`config.mk`:
```
export PLATFORM = sky130hd
export DESIGN_NAME = lcd_bus_receiver
export DESIGN_NICKNAME = d
export VERILOG_FILES = /design/src/rtl/lcd_bus_receiver.sv
export SDC_FILE = /design/constraint.sdc
export NUM_CORES = 1
export LEC_CHECK = 0
export BUFFER_PORTS_ARGS = -buffer_cell sky130_fd_sc_hd__buf_4
export CORE_UTILIZATION = 40
export DETAILED_ROUTE_END_ITERATION = 16
export MAX_ROUTING_LAYER = met4
export SLEW_MARGIN = 10
export SYNTH_ARGS = -nofsm -noshare
export SYNTH_HDL_FRONTEND = slang
export SYNTH_SLANG_ARGS = --single-unit
```
`constraint.sdc`:
```
create_clock -name clk -period 4.3 [get_ports clk]
set_input_delay 0.86 -clock clk [delete_from_list [all_inputs] [get_ports clk]]
set_output_delay 0.86 -clock clk [all_outputs]
set_load 0.03 [all_outputs]
```
`src/rtl/lcd_bus_receiver.sv`:
```
// Panel-side decoder for the 8080-style write bus: window/control state plus one event per RGB565 pixel.
// Latency: 1 clk from wr sampled high to pulse (3 clk with LCD_RX_SYNC_EN). No backpressure: every strobe is consumed.
module lcd_bus_receiver #(
  parameter int COORD_W = 9,
  parameter int COL_MAX = 239,
  parameter int ROW_MAX = 319
) (
  input  logic               clk,
  input  logic               rst,
  input  logic               wr,
  input  logic               dcx,
  input  logic [7:0]         d,
  output logic               pix_valid,
  output logic [COORD_W-1:0] pix_x,
  output logic [COORD_W-1:0] pix_y,
  output logic [15:0]        pix_color,
  output logic               frame_start,
  output logic               cmd_valid,
  output logic [7:0]         cmd_byte,
  output logic               disp_on,
  output logic               sleep_out
);

  localparam logic [COORD_W-1:0] COL_LIM = COORD_W'(COL_MAX);
  localparam logic [COORD_W-1:0] ROW_LIM = COORD_W'(ROW_MAX);

  typedef enum logic [2:0] {IDLE, CASET, PASET, RAMWR, IGNORE} state_t;

  logic [9:0] stage_in;

`ifdef LCD_RX_SYNC_EN
  logic [9:0] sync1, sync2;

  always_ff @(posedge clk or posedge rst) begin
    if (rst) begin
      sync1 <= '0;
      sync2 <= '0;
    end else begin
      sync1 <= {wr, dcx, d};
      sync2 <= sync1;
    end
  end

  assign stage_in = sync2;
`else
  assign stage_in = {wr, dcx, d};
`endif

  logic       wr_s, wr_q, dcx_s;
  logic [7:0] d_s;
  logic       byte_evt;

  always_ff @(posedge clk or posedge rst) begin
    if (rst) begin
      wr_s  <= 1'b0;
      dcx_s <= 1'b0;
      d_s   <= '0;
      wr_q  <= 1'b0;
    end else begin
      {wr_s, dcx_s, d_s} <= stage_in;
      wr_q <= wr_s;
    end
  end

  assign byte_evt = wr_s & ~wr_q;

  state_t             state;
  logic [2:0]         byte_cnt;
  logic [7:0]         par0, par1, par2;
  logic [7:0]         held;
  logic [COORD_W-1:0] xs, xe, ys, ye;
  logic [COORD_W-1:0] x, y;

  always_ff @(posedge clk or posedge rst) begin
    if (rst) begin
      state       <= IDLE;
      byte_cnt    <= '0;
      par0        <= '0;
      par1        <= '0;
      par2        <= '0;
      held        <= '0;
      xs          <= '0;
      xe          <= COL_LIM;
      ys          <= '0;
      ye          <= ROW_LIM;
      x           <= '0;
      y           <= '0;
      pix_valid   <= 1'b0;
      pix_x       <= '0;
      pix_y       <= '0;
      pix_color   <= '0;
      frame_start <= 1'b0;
      cmd_valid   <= 1'b0;
      cmd_byte    <= '0;
      disp_on     <= 1'b0;
      sleep_out   <= 1'b0;
    end else begin
      pix_valid   <= 1'b0;
      cmd_valid   <= 1'b0;
      frame_start <= 1'b0;
      if (byte_evt) begin
        if (!dcx_s) begin
          // Clearing the counter also discards a half-collected parameter or pixel.
          cmd_valid <= 1'b1;
          cmd_byte  <= d_s;
          byte_cnt  <= '0;
          case (d_s)
            8'h2A: state <= CASET;
            8'h2B: state <= PASET;
            8'h2C: begin
              state       <= RAMWR;
              frame_start <= 1'b1;
              x           <= xs;
              y           <= ys;
            end
            8'h01: begin
              xs        <= '0;
              xe        <= COL_LIM;
              ys        <= '0;
              ye        <= ROW_LIM;
              disp_on   <= 1'b0;
              sleep_out <= 1'b0;
              state     <= IGNORE;
            end
            8'h10: begin sleep_out <= 1'b0; state <= IGNORE; end
            8'h11: begin sleep_out <= 1'b1; state <= IGNORE; end
            8'h28: begin disp_on   <= 1'b0; state <= IGNORE; end
            8'h29: begin disp_on   <= 1'b1; state <= IGNORE; end
            default: state <= IGNORE;
          endcase
        end else begin
          case (state)
            CASET, PASET: begin
              // Counter saturates at 4 so trailing parameter bytes fall through.
              if (byte_cnt < 3'd4) byte_cnt <= byte_cnt + 3'd1;
              case (byte_cnt)
                3'd0: par0 <= d_s;
                3'd1: par1 <= d_s;
                3'd2: par2 <= d_s;
                3'd3: begin
                  if (state == CASET) begin
                    xs <= COORD_W'({par0, par1});
                    xe <= COORD_W'({par2, d_s});
                  end else begin
                    ys <= COORD_W'({par0, par1});
                    ye <= COORD_W'({par2, d_s});
                  end
                end
                default: ;
              endcase
            end
            RAMWR: begin
              if (!byte_cnt[0]) begin
                held     <= d_s;
                byte_cnt <= 3'd1;
              end else begin
                byte_cnt  <= 3'd0;
                pix_valid <= 1'b1;
                pix_color <= {held, d_s};
                pix_x     <= x;
                pix_y     <= y;
                if (x == xe || x == COL_LIM) begin
                  x <= xs;
                  if (y == ye || y == ROW_LIM) y <= ys;
                  else                         y <= y + COORD_W'(1);
                end else begin
                  x <= x + COORD_W'(1);
                end
              end
            end
            default: ;
          endcase
        end
      end
    end
  end

endmodule

```
==> results of run 1 <==
==> registers in the layout, summed over array words and instances (netlist names), 3 cells and up <==
name	count
ys	9
pix_x	9
xe	9
x	9
held	8
par1	8
pix_y	9
pix_color	16
byte_cnt	3
ye	9
state	3
cmd_byte	8
xs	9
d_s	8
y	9
==> logic make-up (layout without fill, tap and decap cells) <==
| group | count (synthesis) | in the layout |
|---|---|---|
| AOI/OAI and AO/OA | 101 | 101 |
| muxes | 59 | 59 |
| and+or+nand+nor | 175 | 175 |
| xor gates and xnor gates | 20 | 20 |
| buffers and inverters | 43 | 107 |
| DFF | 136 | 136 |
| adders and majority gates | 7 | 7 |
==> stage by stage <==
step | setup WS [ps] | util, % | instance area (µm²) | std cells
CTS | 1705 | 49.19 | 7203 | 789
finish | 1688 | 49.19 | 7203 | 789
floorplan | 1758 | - | 6072 | 541
detailed placement | 1716 | 45.28 | 6631 | 757
global placement | 1795 | 45.28 | 6631 | 757
global route | 1476 | 49.19 | 7203 | 789
==> synth_stat cells, drive strengths merged, types with 2 or more instances <==
master / number / area share [%]
a21oi: 17 / 1.4
o41ai: 4 / 0.89
and3: 7 / 0.72
xor2: 12 / 1.7
nor4: 4 / 0.91
xnor2: 8 / 1.2
a22oi: 4 / 0.49
a221o: 2 / 0.33
nand3: 10 / 0.82
nand2: 93 / 5.8
nand4: 5 / 0.52
mux2: 53 / 9.8
nor2b: 11 / 1.1
nor3b: 4 / 0.49
nand3b: 5 / 0.62
inv: 11 / 0.68
dfstp: 14 / 6.1
nor3: 3 / 0.33
or2: 2 / 0.21
o21ai: 55 / 5.3
ha: 7 / 1.4
o22ai: 3 / 0.31
a31o: 2 / 0.29
clkbuf: 16 / 0.99
nand2b: 8 / 0.82
or4: 2 / 0.31
mux2i: 6 / 0.99
dfrtp: 122 / 50
buf: 15 / 1.7
a21o: 3 / 0.37
a31oi: 3 / 0.41
nor2: 18 / 1.2
==> power by group <==
part	switching, mW	total [mW]	internal (mW)	leakage (nW)
sequential	0.0481	1.37	1.32	1.80
combinational	0.140	0.224	0.0840	1.33
clock	0.587	1.40	0.812	0.276
total	0.775	2.99	2.22	3.41
==> layer usage <==
metal / global-route usage [%] / up-vias
li1: - / 1986
met1: 24.80 / 2037
met2: 29.61 / 94
met3: 5.049 / 15
met4: 6.098 / 0
met5: - / -
==> worst min-delay path by stage <==
stage,endpoint,slack [ps],depth (start not counted)
final,wr_q$_DFF_PP0_,400,0
after global routing,wr_q$_DFF_PP0_,420,0
after CTS,wr_q$_DFF_PP0_,410,0
after detailed placement,wr_q$_DFF_PP0_,400,0
after global placement,wr_q$_DFF_PP0_,380,0
after floorplan,wr_q$_DFF_PP0_,370,0
==> area by class of cell <==
type                    count  area share, %
repair buffers             63          6.740
well taps                 184          3.196
inverters                  12         0.6774
flip-flops and latches    136          47.49
clock inverters            14          1.980
multi-input cells         362          33.96
clock buffers              18          5.958
==> results.ini, run 1 <==
[global_routing]
grt_pass1_wl_mm = 22.52
grt.total_usage_pct = 19.23
grt_antenna_before_repair = 0
grt_pass1_vias = 4260
overflow = 0
grt_start_max_net_pins = 75

[setup_path]
crit_fanout = 15
cp.depth = 6
slowest_stage = or3b_2
crit_type = flip-flop to flip-flop
r2r-start = d_s[0]$_DFF_PP0_
cp_cell_sequence = or3b_2 > nor4_4 > o21ai_1 > nor2_2 > o21ai_0 > a22oi_1
crit_buf_inv = 0
required_ps = 4630
r2r_end = y[5]$_DFFE_PP0P_
endpoint_kind = flip-flop
rr_worst_depth = 6
worst_ep_arrival_time_ps = 2940
r2r_slack_ps = 1690
startpoint = d_s[0]$_DFF_PP0_
cp-start-kind = flip-flop
endpoint = y[5]$_DFFE_PP0P_
cp_slowest_stage_delay_ps = 610
crit_family = simple AND/OR/NAND/NOR gates

[final_layout]
final_common_cell = dfrtp_1
register_area_um2 = 3421
drive_gt1_share_pct = 30.91
area_delta_synth_final_pct = 18.70
multiInputGateArea_um2 = 2446
nFillCells = 1334
diodes = 0
nets = 611
layout_common_cells = dfrtp_1 (122), nand2_1 (93), buf_4 (62), mux2_2 (53), o21ai_0 (36)

[yosys]
synth-seq-cells = 136
synth_top_family_by_area = simple AND/OR/NAND/NOR gates
synth_xor_area_share_pct = 2.887
ys_types = 55
syn_area_um2 = 6068
postSynth.asyncResetShare_pct = 100.0
ys_seq_area_share_pct = 56.37
synth_warnings = 0
yosys.area_share.adder_pct = 1.443
synthSimpleGateAreaFrac_pct = 14.19
synthCells = 541
synth.net_count = 560
synth_mux_area_share_pct = 10.82
syn_avg_cell_area_um2 = 11.22
synth_compound_area_share_pct = 10.85
synth_ff_type = dfrtp_1
synth_edf_count = 0

[sta]
fin_setup_tns_ps = 0
fmax_mhz = 382.9
worst_slew_pin_slew_ps = 1011
rsz0062_at_grt = false
holdWs_ps = 401.5
relSlewSlack_pct = 32.47
hold_viol = 0
finalCriticalPeriod_ps = 2612
period_share_pct = 60.74
setup_violations = 0
finalClockSkew_ps = 9.163
maxSlewViolCount = 0

[clocking]
clk_path_buf_depth = 2
cts-resized-gates = 0
holdBufCountCts = 0
tritoncts = done
htreeDepth = 4
cts_setup_buffers = 0
clock-sinks = 136
root_buffer = clkbuf_16
cts-buffers-inserted = 17
clk_latency_ps = 420
cts.clk_slew.worst_paths_ps = 60

[route]
drt_first_iter_violations = 374
wl_mm = 13.29
met3_length_um = 551
wire_per_inst_um = 16.84
via_count = 4132
met1_length_mm = 6.234
antenna_left = 0
dr.max_layer_used = met4
drt-vias-per-instance = 5.237
wl_met2_mm = 6.368
dr.pass1.iters = 6
drc_errors = 0

[outcome]
status = finished clean

[placed_design]
portBuffers = 58
place_congestion = 0.8471
dp_hpwl_mm = 9.030

[power]
powerDensity_nw_per_um2 = 415.2
vdd_ir_drop_max_mv = 0.2855
p_total_mw = 2.991
leakage_nw = 3.413

[floorplanning]
io_pins = 59
num_rows = 44
start_util_pct = 41.44
dieArea_um2 = 15670
die_width_um = 125.2
dieHeight_um = 125.2
core_um2 = 14640

[worst_hold_path]
hp-class = flip-flop to flip-flop
worstHoldStart = wr_s$_DFF_PP0_

[flow_run]
maxCapViolCount = 0

No activity file was read; power rests on OpenSTA's default activity.
==> inputs of run 2 (changes only) <==
--- a/config.mk
+++ b/config.mk
@@ -5,6 +5,7 @@
 export SDC_FILE = /design/constraint.sdc
 export NUM_CORES = 1
 export LEC_CHECK = 0
+export ABC_AREA = 1
 export BUFFER_PORTS_ARGS = -buffer_cell sky130_fd_sc_hd__buf_4
 export CORE_UTILIZATION = 40
 export DETAILED_ROUTE_END_ITERATION = 16
==> constraint.sdc (replaced) <==
create_clock -name clk -period 2.58 [get_ports clk]
set_input_delay 0.516 -clock clk [delete_from_list [all_inputs] [get_ports clk]]
set_output_delay 0.516 -clock clk [all_outputs]
set_load 0.03 [all_outputs]
==> run 2 against run 1 <==
Effect of this change:
- global-route usage grew 0.79 points
- sequential share of layout area fell by 1.8 points
- wire length increased by 7.9%
- fmax grew 20%
==> results.ini, run 2 <==
[setup_path]
cp-start-kind = flip-flop
r2r_slack_ps = 400
crit_type = flip-flop to flip-flop
slowest_stage = dfrtp_1
required_ps = 2870
r2r-start = d_s[3]$_DFF_PP0_
endpoint_kind = flip-flop
worst_ep_arrival_time_ps = 2470
startpoint = d_s[3]$_DFF_PP0_
cp_slowest_stage_delay_ps = 410
r2r_end = ys[5]$_DFFE_PP0P_
cp_common_cell = nand2_1
cp_cell_sequence = inv_1 > nand2_1 > nor2_2 > nand4_2 > o21ai_4 > nand2_2 > nand2_1 > o21ai_2
endpoint = ys[5]$_DFFE_PP0P_
rr_worst_depth = 8
crit_fanout = 31

[floorplanning]
start_util_pct = 41.24
io_pins = 59
die_width_um = 127.4
dieArea_um2 = 16240
dieHeight_um = 127.4
core_um2 = 15260
num_rows = 45

[route]
met1_length_mm = 6.911
wl_mm = 14.34
drt-vias-per-instance = 4.866
via_count = 4686
drc_errors = 0
antenna_left = 0
wl_met2_mm = 6.670
drt_first_iter_violations = 276
met3_length_um = 592
wire_per_inst_um = 14.89
dr.pass1.iters = 5
dr.max_layer_used = met4

[final_layout]
final_common_cell = nand2_1
area_delta_synth_final_pct = 18.97
diodes = 0
largest_reg_flops = 16
layout_common_cells = nand2_1 (177), dfrtp_1 (122), inv_1 (65), buf_4 (62), nor2_1 (47)
post-route-util_pct = 49.06
nFillCells = 1419
nets = 758
drive_gt1_share_pct = 20.88
largest-register = pix_color

[clocking]
clk_latency_ps = 430
cts_setup_buffers = 0
root_buffer = clkbuf_16
cts-buffers-inserted = 17
clk_path_buf_depth = 2
htreeDepth = 4
holdBufCountCts = 0
cts.clk_slew.worst_paths_ps = 60
cts-resized-gates = 0
tritoncts = done
clock-sinks = 136

[yosys]
synth.net_count = 697
synth_warnings = 0
synth_ff_type = dfrtp_1
syn_area_um2 = 6292
synth_edf_count = 0
synth_top_area_share_pct = 48.52
postSynth.asyncResetShare_pct = 100.0
synth_most_common_cell = nand2_1
synthCells = 678
yosys-top-cells-area = dfrtp_1 (49%), nand2_1 (11%), dfstp_2 (5.8%)
synth_area_leader_cell = dfrtp_1
synth_common_cells = nand2_1 (177), dfrtp_1 (122), inv_1 (66)
ys_seq_area_share_pct = 54.36
synth-seq-cells = 136
syn_avg_cell_area_um2 = 9.281
ys_types = 39

[sta]
hold_viol = 0
period_share_pct = 84.40
fin_setup_tns_ps = 0
setup_violations = 0
finalClockSkew_ps = 7.028
rsz0062_at_grt = false
maxSlewViolCount = 0
worst_slew_pin_slew_ps = 656.7
finalCriticalPeriod_ps = 2178
relSlewSlack_pct = 56.06
fmax_mhz = 459.2

[global_routing]
grt_pass1_vias = 4609
grt.total_usage_pct = 20.02
overflow = 0
grt_antenna_before_repair = 0
grt_start_max_net_pins = 89
grt_pass1_wl_mm = 23.99

[outcome]
status = finished clean

[power]
powerDensity_nw_per_um2 = 822.7
p_total_mw = 6.159
vdd_ir_drop_max_mv = 0.5048
leakage_nw = 3.763

[placed_design]
place_congestion = 0.8024
dp_hpwl_mm = 9.994
portBuffers = 58

[flow_run]
maxCapViolCount = 0

[worst_hold_path]
hp-class = input pin to async pin

-- run 2: changes by cell type in the layout (fill, tap and decap cells not counted), sizes merged, moves of 17 or more --
cell and delta:
nand2 +94, inv +58, mux2 -38, nand3 +35, nor2 +35, a21oi +17
-- run 2: report_power, final --
part	total (mW)	leakage [nW]	internal, mW	switching, mW
Sequential	2.66	1.79	2.39	0.276
Combinational	1.08	1.69	0.395	0.682
Clock	2.42	0.282	1.46	0.963
-- run 2: final cells by class --
cell class | instances | area [µm²] | area share (%)
clock buffer | 19 | 442.9 | 5.917
timing repair buffer | 64 | 505.5 | 6.752
tap | 211 | 264.0 | 3.527
sequential | 136 | 3421 | 45.70
inverter | 72 | 274.0 | 3.660
multi-input combinational | 448 | 2435 | 32.53
clock inverter | 13 | 143.9 | 1.922
-- run 2: through the flow --
stage          area [µm²]  setup slack [ps]  hold WS [ps]  instances
2_1_floorplan        6296             382.3         353.7        678
3_3_place_gp         6899             492.4         359.9        931
3_5_place_dp         6899             414.6         366.3        931
4_1_cts              7486             384.7         50.73        963
5_1_grt              7486             212.0         60.00        963
6_report             7486             402.5         51.99        963
-- run 2: worst min-delay path by stage --
stage	slack, ps	cells past startpoint	start	to
2_1_floorplan	350	0	wr_s$_DFF_PP0_	wr_q$_DFF_PP0_
3_3_place_gp	360	0	wr_s$_DFF_PP0_	wr_q$_DFF_PP0_
3_5_place_dp	370	0	wr_s$_DFF_PP0_	wr_q$_DFF_PP0_
4_1_cts	50	2	rst	byte_cnt[0]$_DFFE_PP0P_
5_1_grt	60	2	rst	d_s[0]$_DFF_PP0_
6_report	50	2	rst	byte_cnt[0]$_DFFE_PP0P_
-- run 2: per-layer routing --
layer / global-route usage (%) / vias to the layer above
met5: - / -
met4: 7.353 / 0
met3: 4.523 / 18
met2: 29.96 / 117
met1: 26.61 / 2252
li1: - / 2299
-- run 2: cells by family after synthesis --
logic type,Yosys count,synth area share (%)
AO/OA/AOI/OAI,89,8.710
buffers and inverters,94,6.940
XOR/XNOR,28,3.897
AND/OR/NAND/NOR,307,21.69
multiplexers,17,3.003
flip-flops,136,54.36
adder cells (fa/ha/maj),7,1.392
-- run 2: worst max-delay path: cells and delay by family, from the launching register on --
family,cells,cell delay (ps)
buf+inv,1,220
flops,1,410
simple gates,5,1090
compound gates,2,310
